### src/rtl/pwm_pkg.sv
// Shared definitions for the PWM generator/capture pair.
package pwm_pkg;

   // Nominal PWM period in clk cycles; generator and capture default to the same value.
   localparam int PWM_INTERVAL_DEF = 1250;

   // Capture FSM states.
   typedef enum logic [1:0] {
      SEEK = 2'd0,
      HIGH = 2'd1,
      LOW  = 2'd2
   } pwm_cap_state_t;

endpackage

### src/rtl/pwm_capture_if.sv
// PWM capture bundle: the incoming line plus the measured results.
interface pwm_capture_if #(
   parameter int VAL_W = 11,
   parameter int PER_W = 12
);
   logic             pwm_in;
   logic [VAL_W-1:0] duty_value;
   logic [PER_W-1:0] period;
   logic             valid;
   logic             stuck;

   // Source of the line / consumer of the measurements.
   modport master (output pwm_in, input duty_value, period, valid, stuck);
   // The capture block itself.
   modport slave  (input pwm_in, output duty_value, period, valid, stuck);
endinterface

### src/rtl/pwm_sync_edge.sv
// Two-flop synchronizer plus edge-detect flop for an asynchronous line.
// level, rise and fall are all registered and mutually aligned: rise/fall
// mark the first cycle in which level shows its new value.
module pwm_sync_edge (
   input  logic clk,
   input  logic rst,
   input  logic din,
   output logic level,
   output logic rise,
   output logic fall
);
   logic       s1, s2, s3;
   // Tracks that s2/s3 hold real samples; the zeros loaded by reset must
   // not be mistaken for a low phase of the line (false rise after reset).
   logic [2:0] primed;

   // Synchronize, delay one more stage and register the edge flags.
   always_ff @(posedge clk) begin
      if (rst) begin
         s1     <= 1'b0;
         s2     <= 1'b0;
         s3     <= 1'b0;
         primed <= '0;
         rise   <= 1'b0;
         fall   <= 1'b0;
      end else begin
         s1     <= din;
         s2     <= s1;
         s3     <= s2;
         primed <= {primed[1:0], 1'b1};
         rise   <= primed[2] &  s2 & ~s3;
         fall   <= primed[2] & ~s2 &  s3;
      end
   end

   assign level = s3;

endmodule

### src/rtl/pwm_capture.sv
// Recovers duty value and period from one PWM line (encoder: high while
// counter <= value, so high time = value+1). Reports once per complete
// rising-to-rising period and flags a line that stops toggling.
module pwm_capture
   import pwm_pkg::*;
#(
   parameter int PWM_INTERVAL = PWM_INTERVAL_DEF,
   parameter int TIMEOUT      = 2 * PWM_INTERVAL
) (
   input logic          clk,
   input logic          rst,
   pwm_capture_if.slave cap
);
   localparam int VAL_W = $clog2(PWM_INTERVAL);
   localparam int PER_W = $clog2(TIMEOUT + 1);

   localparam logic [PER_W-1:0] CNT_MAX  = PER_W'(TIMEOUT);
   localparam logic [PER_W-1:0] CNT_ONE  = PER_W'(1);
   localparam logic [PER_W-1:0] HI_LIMIT = PER_W'(PWM_INTERVAL);
   localparam logic [VAL_W-1:0] DUTY_MAX = VAL_W'(PWM_INTERVAL - 1);

   localparam logic [1:0] S_SEEK = 2'(SEEK);
   localparam logic [1:0] S_HIGH = 2'(HIGH);
   localparam logic [1:0] S_LOW  = 2'(LOW);

   logic             level, rise, fall;
   logic [1:0]       state;
   logic [PER_W-1:0] hi_cnt, lo_cnt, idle_cnt;
   logic [PER_W-1:0] idle_nxt;
   logic             timeout_hit;
   logic [PER_W:0]   per_sum;
   logic [VAL_W-1:0] duty_calc;
   logic [PER_W-1:0] per_calc;
   logic [VAL_W-1:0] duty_q;
   logic [PER_W-1:0] period_q;
   logic             valid_q, stuck_q;

   pwm_sync_edge u_sync (
      .clk   (clk),
      .rst   (rst),
      .din   (cap.pwm_in),
      .level (level),
      .rise  (rise),
      .fall  (fall)
   );

   function automatic logic [PER_W-1:0] sat_inc(input logic [PER_W-1:0] x);
      return (x == CNT_MAX) ? x : x + CNT_ONE;
   endfunction

   // Idle tracking and the values a closing rise would publish.
   always_comb begin
      idle_nxt    = (rise | fall) ? '0 : sat_inc(idle_cnt);
      // Fires once on the transition into TIMEOUT; a saturated counter stays quiet.
      timeout_hit = !(rise | fall) && (idle_cnt != CNT_MAX) && (idle_nxt == CNT_MAX);
      duty_calc   = (hi_cnt > HI_LIMIT) ? DUTY_MAX : VAL_W'(hi_cnt - CNT_ONE);
      per_sum     = {1'b0, hi_cnt} + {1'b0, lo_cnt};
      // Both halves can approach TIMEOUT, so clamp rather than wrap.
      per_calc    = (per_sum > {1'b0, CNT_MAX}) ? CNT_MAX : per_sum[PER_W-1:0];
   end

   // FSM, phase counters and output registers.
   always_ff @(posedge clk) begin
      if (rst) begin
         state    <= S_SEEK;
         hi_cnt   <= '0;
         lo_cnt   <= '0;
         idle_cnt <= '0;
         duty_q   <= '0;
         period_q <= '0;
         valid_q  <= 1'b0;
         stuck_q  <= 1'b0;
      end else begin
         valid_q  <= 1'b0;
         idle_cnt <= idle_nxt;
         if (timeout_hit) begin
            state    <= S_SEEK;
            stuck_q  <= 1'b1;
            duty_q   <= level ? DUTY_MAX : '0;
            period_q <= '0;
            valid_q  <= 1'b1;
         end else begin
            case (state)
               S_SEEK: begin
                  if (rise) begin
                     state   <= S_HIGH;
                     hi_cnt  <= CNT_ONE;
                     lo_cnt  <= '0;
                     stuck_q <= 1'b0;
                  end
               end
               S_HIGH: begin
                  if (fall) begin
                     state  <= S_LOW;
                     lo_cnt <= CNT_ONE;
                  end else if (level) begin
                     hi_cnt <= sat_inc(hi_cnt);
                  end
               end
               S_LOW: begin
                  if (rise) begin
                     duty_q   <= duty_calc;
                     period_q <= per_calc;
                     valid_q  <= 1'b1;
                     state    <= S_HIGH;
                     hi_cnt   <= CNT_ONE;
                     lo_cnt   <= '0;
                  end else begin
                     lo_cnt <= sat_inc(lo_cnt);
                  end
               end
               default: state <= S_SEEK;
            endcase
         end
      end
   end

   assign cap.duty_value = duty_q;
   assign cap.period     = period_q;
   assign cap.valid      = valid_q;
   assign cap.stuck      = stuck_q;

endmodule

### src/flat_wrapper.sv
// flat-port wrapper written by rule: the top's interface ports become plain ports
module pwm_capture_flat import pwm_pkg::*;
#(
   parameter int PWM_INTERVAL = PWM_INTERVAL_DEF,
   parameter int TIMEOUT      = 2 * PWM_INTERVAL
)
  (clk, rst, cap_pwm_in, cap_duty_value, cap_period, cap_valid, cap_stuck);
  pwm_capture_if #(.VAL_W(($clog2((1250)))), .PER_W(($clog2((2 * (1250)) + 1)))) cap_i ();
  input logic clk;
  input logic rst;
  input wire logic [$bits(cap_i.pwm_in)-1:0] cap_pwm_in;
  output wire logic [$bits(cap_i.duty_value)-1:0] cap_duty_value;
  output wire logic [$bits(cap_i.period)-1:0] cap_period;
  output wire logic [$bits(cap_i.valid)-1:0] cap_valid;
  output wire logic [$bits(cap_i.stuck)-1:0] cap_stuck;
  assign cap_i.pwm_in = cap_pwm_in;
  assign cap_duty_value = cap_i.duty_value;
  assign cap_period = cap_i.period;
  assign cap_valid = cap_i.valid;
  assign cap_stuck = cap_i.stuck;
  pwm_capture #(.PWM_INTERVAL(PWM_INTERVAL), .TIMEOUT(TIMEOUT)) u_core (.clk(clk), .rst(rst), .cap(cap_i));
endmodule
### config.mk
export PLATFORM = sky130hd
export DESIGN_NAME = pwm_capture_flat
export DESIGN_NICKNAME = d
export VERILOG_FILES = /design/src/rtl/pwm_pkg.sv /design/src/rtl/pwm_capture_if.sv /design/src/rtl/pwm_sync_edge.sv /design/src/rtl/pwm_capture.sv /design/src/flat_wrapper.sv
export SDC_FILE = /design/constraint.sdc
export NUM_CORES = 1
export LEC_CHECK = 0
export ABC_AREA = 1
export CAP_MARGIN = 20
export CORE_AREA = 2 2 91 93
export DETAILED_ROUTE_END_ITERATION = 12
export DIE_AREA = 0 0 93 95
export HOLD_SLACK_MARGIN = 0.1
export PLACE_DENSITY = 0.76
export SLEW_MARGIN = 20
export SYNTH_ARGS = -nofsm -noshare
export SYNTH_HDL_FRONTEND = slang
export SYNTH_SLANG_ARGS = --single-unit
### constraint.sdc
create_clock -name clk -period 3.35 [get_ports clk]
set_clock_uncertainty 0.2 [all_clocks]
set_input_delay 1.005 -clock clk [delete_from_list [all_inputs] [get_ports clk]]
set_output_delay 1.005 -clock clk [all_outputs]
set_load 0.05 [all_outputs]
==> flow_metrics.py <==
metrics = {
    "place": {
        "portBuffers": 27,
        "hpwlAfterDp_mm": 8.40,
        "dpl.cell_count": 839,
        "place_worst_setup_slack_ps": 585,
        "placed_area_sq_um": 4890,
        "gp_congestion": 0.953,
    },
    "global_routing": {
        "grtUsageTotal": 0.275,
        "grt_pass1_wl_mm": 19.6,
        "grt_max_degree": 28,
        "grt_pass1_vias": 4353,
        "antenna_found_initial": 0,
        "grt-ovfl-total": 0,
    },
    "clock_tree": {
        "ctsHtreeMaxLevel": 3,
        "clock_latency_ps": 350,
        "clk_pin_slew_worst_paths_ps": 80,
        "cts-root-buf": "clkbuf_8",
        "tritoncts": "done",
        "post-cts-setup-buffers": 0,
        "cts_max_path_buffers": 2,
        "cts_resized": 0,
        "postCtsHoldBufs": 0,
        "cts_sinks": 71,
        "numCtsBuffers": 9,
    },
    "floorplan": {
        "start_util": 0.575,
        "rows": 33,
        "io_pins": 28,
        "fp.dieW_um": 93,
        "core_sq_um": 7930,
        "die_h_um": 95,
        "die_area_sq_um": 8840,
    },
    "setup_path": {
        "worst_setup_path_end_kind": "flip-flop",
        "path_delay_family": "simple AND/OR/NAND/NOR gates",
        "crit_required_ps": 3400,
        "path_max_fanout": 8,
        "crit_slowest_cell": "dfxtp_1",
        "cp_common_cell": "nand2_1",
        "cpPeakStageDelay_ps": 530,
        "r2r_start": "u_core.hi_cnt[0]$_SDFFE_PP0P_",
        "worstSetupStartpointType": "flip-flop",
        "cp_cell_sequence": "ha_1, inv_1, fa_1, inv_1, nand3_1, nand2_1, nand2_1, nand3_1, nand2_1, nand4_1, nand3_1, nand2_1, nand2_1, o21ai_0, inv_1",
        "critPathArrivalTime_ps": 2860,
        "crit_path_start": "u_core.hi_cnt[0]$_SDFFE_PP0P_",
        "path_buf_inv": 3,
        "path_class": "flip-flop to flip-flop",
    },
    "timing": {
        "fin_hold_ws_ps": 206,
        "tightest_slew_ps": 707,
        "period_needed_ps": 2810,
        "max_freq_mhz": 356,
        "timing.final.ws_setup_ps": 544,
        "rsz0062_at_grt": "no",
        "finalHoldViolCount": 0,
        "slew_violations": 0,
        "relSlewSlack": 0.527,
        "fin_setup_tns_ps": 0,
        "finalSetupViolCount": 0,
        "period_share": 0.837,
    },
    "detailed_routing": {
        "met2_length_mm": 5.27,
        "vias": 4595,
        "via_per_inst": 5.37,
        "wl_met1_mm": 5.35,
        "dr.pass1.iters": 4,
        "drt-total-wl_mm": 11.3,
        "met3_length_um": 491,
        "ant_nets": 0,
        "top_layer": "met4",
        "post_drt_wl_per_cell_um": 13.2,
        "drc": 0,
        "drt_first_iter_violations": 207,
    },
    "power": {
        "p_leak_nw": 2.38,
        "peakVddDrop_v": 0.000205,
        "p_per_area_nw_per_um2": 321,
        "power_mw": 1.63,
    },
    "layout": {
        "area_growth_syn_to_layout_pct": 11.5,
        "final_core_utilization": 0.641,
        "final_cells": 855,
        "antenna_cells": 0,
        "multi_input_comb_area_sq_um": 2650,
        "layout.cells.most_common_list": "179 x nand2_1, 114 x nor2_1, 96 x inv_1",
        "final_cell_area_sq_um": 5080,
        "nets": 773,
        "regArea_sq_um": 1420,
        "num-fill-cells": 772,
        "final_common_cell": "nand2_1",
        "layout-drive-gt1-share": 0.0560,
    },
    "min_path": {
        "min_from": "u_core.u_sync.primed[1]$_SDFF_PP0_",
        "hold_path.class": "flip-flop to flip-flop",
    },
    "synthesis": {
        "synth_warnings": 0,
        "netlist_area_sq_um": 4560,
        "yosysSeqAreaShare": 0.312,
        "synth_area_per_cell_sq_um": 6.32,
        "synth_edf_count": 0,
        "ys.flop_type": "dfxtp_1",
        "synth_cell_type_count": 40,
        "synthCells": 721,
        "ys_ff_latch": 71,
        "async_reset_ff_frac": 0,
        "synth_nets": 749,
    },
    "run_status": {
        "status": "finished clean",
    },
    "flow_run": {
        "cap_violations": 0,
    },
}
==> final cells by class <==
type                       count  share of cell area
clock buffer                  12              0.0305
clock inverter                 4             0.00591
inverter                     101              0.0746
multi-input combinational    529               0.521
sequential                    71               0.280
tap                          105              0.0259
timing repair buffer          33              0.0621
==> synth_stat cells (6+ instances only) <==
cell type / n / area, sq um
nand4_1: 22 / 138
nor3_1: 15 / 75.1
a211oi_1: 7 / 52.6
ha_1: 24 / 300
xor2_1: 7 / 61.3
buf_2: 6 / 30.0
a21oi_1: 43 / 215
dfxtp_1: 71 / 1420
inv_1: 96 / 360
clkbuf_1: 9 / 33.8
nand2_1: 179 / 672
o21ai_0: 21 / 105
nand3_1: 62 / 310
nor2_1: 114 / 428
==> cell families (layout without fill, tap and decap cells) <==
kind of cell / Yosys count / in the layout / synth area share
adders and majority gates: 25 / 25 / 0.0703
and+or+nand+nor: 414 / 414 / 0.395
xor gates and xnor gates: 8 / 8 / 0.0154
buffers and inverters: 121 / 150 / 0.107
DFF: 71 / 71 / 0.312
AOI/OAI and AO/OA: 82 / 82 / 0.0999
==> metal layers <==
layer	global-route usage	up-vias
met3	0.0303	22
met2	0.466	115
li1	-	2364
met4	0.105	0
met5	0	-
met1	0.361	2094
==> report_power, final <==
| group | leakage (nW) | switching, mW | internal (mW) |
|---|---|---|---|
| registers | 0.574 | 0.0149 | 0.855 |
| logic | 1.72 | 0.0720 | 0.0364 |
| clock network | 0.0926 | 0.340 | 0.311 |
==> flip-flops by register name, summed over array words and instances, names as in the netlist <==
| register | count |
|---|---|
| u_core.cap.duty_value | 11 |
| u_core.cap.period | 12 |
| u_core.cap.stuck | 1 |
| u_core.cap.valid | 1 |
| u_core.hi_cnt | 12 |
| u_core.idle_cnt | 12 |
| u_core.lo_cnt | 12 |
| u_core.state | 2 |
| u_core.u_sync.fall | 1 |
| u_core.u_sync.level | 1 |
| u_core.u_sync.primed | 3 |
| u_core.u_sync.rise | 1 |
| u_core.u_sync.s1 | 1 |
| u_core.u_sync.s2 | 1 |
==> path summary, 6_finish.rpt <==
| path | slack (ps) | cells past startpoint | end |
|---|---|---|---|
| worst max-delay path | 540 | 15 | u_core.cap.period[2]$_SDFFE_PP0P_ |
| worst min register to register | 210 | 2 | u_core.u_sync.primed[2]$_SDFF_PP0_ |
| worst min-delay path | 210 | 2 | u_core.u_sync.primed[2]$_SDFF_PP0_ |
| worst max register to register | 540 | 15 | u_core.cap.period[2]$_SDFFE_PP0P_ |
==> worst register-to-register path, cell delays in order, from the launching register on <==
cell     delay [ps]
dfxtp_1         530
ha_1            240
inv_1            50
fa_1            410
inv_1           120
nand3_1         100
nand2_1         100
nand2_1          70
nand3_1          70
nand2_1         100
nand4_1         100
nand3_1          70
nand2_1         190
nand2_1         130
o21ai_0         180
inv_1            60
Power figures use the tool's default switching activity.
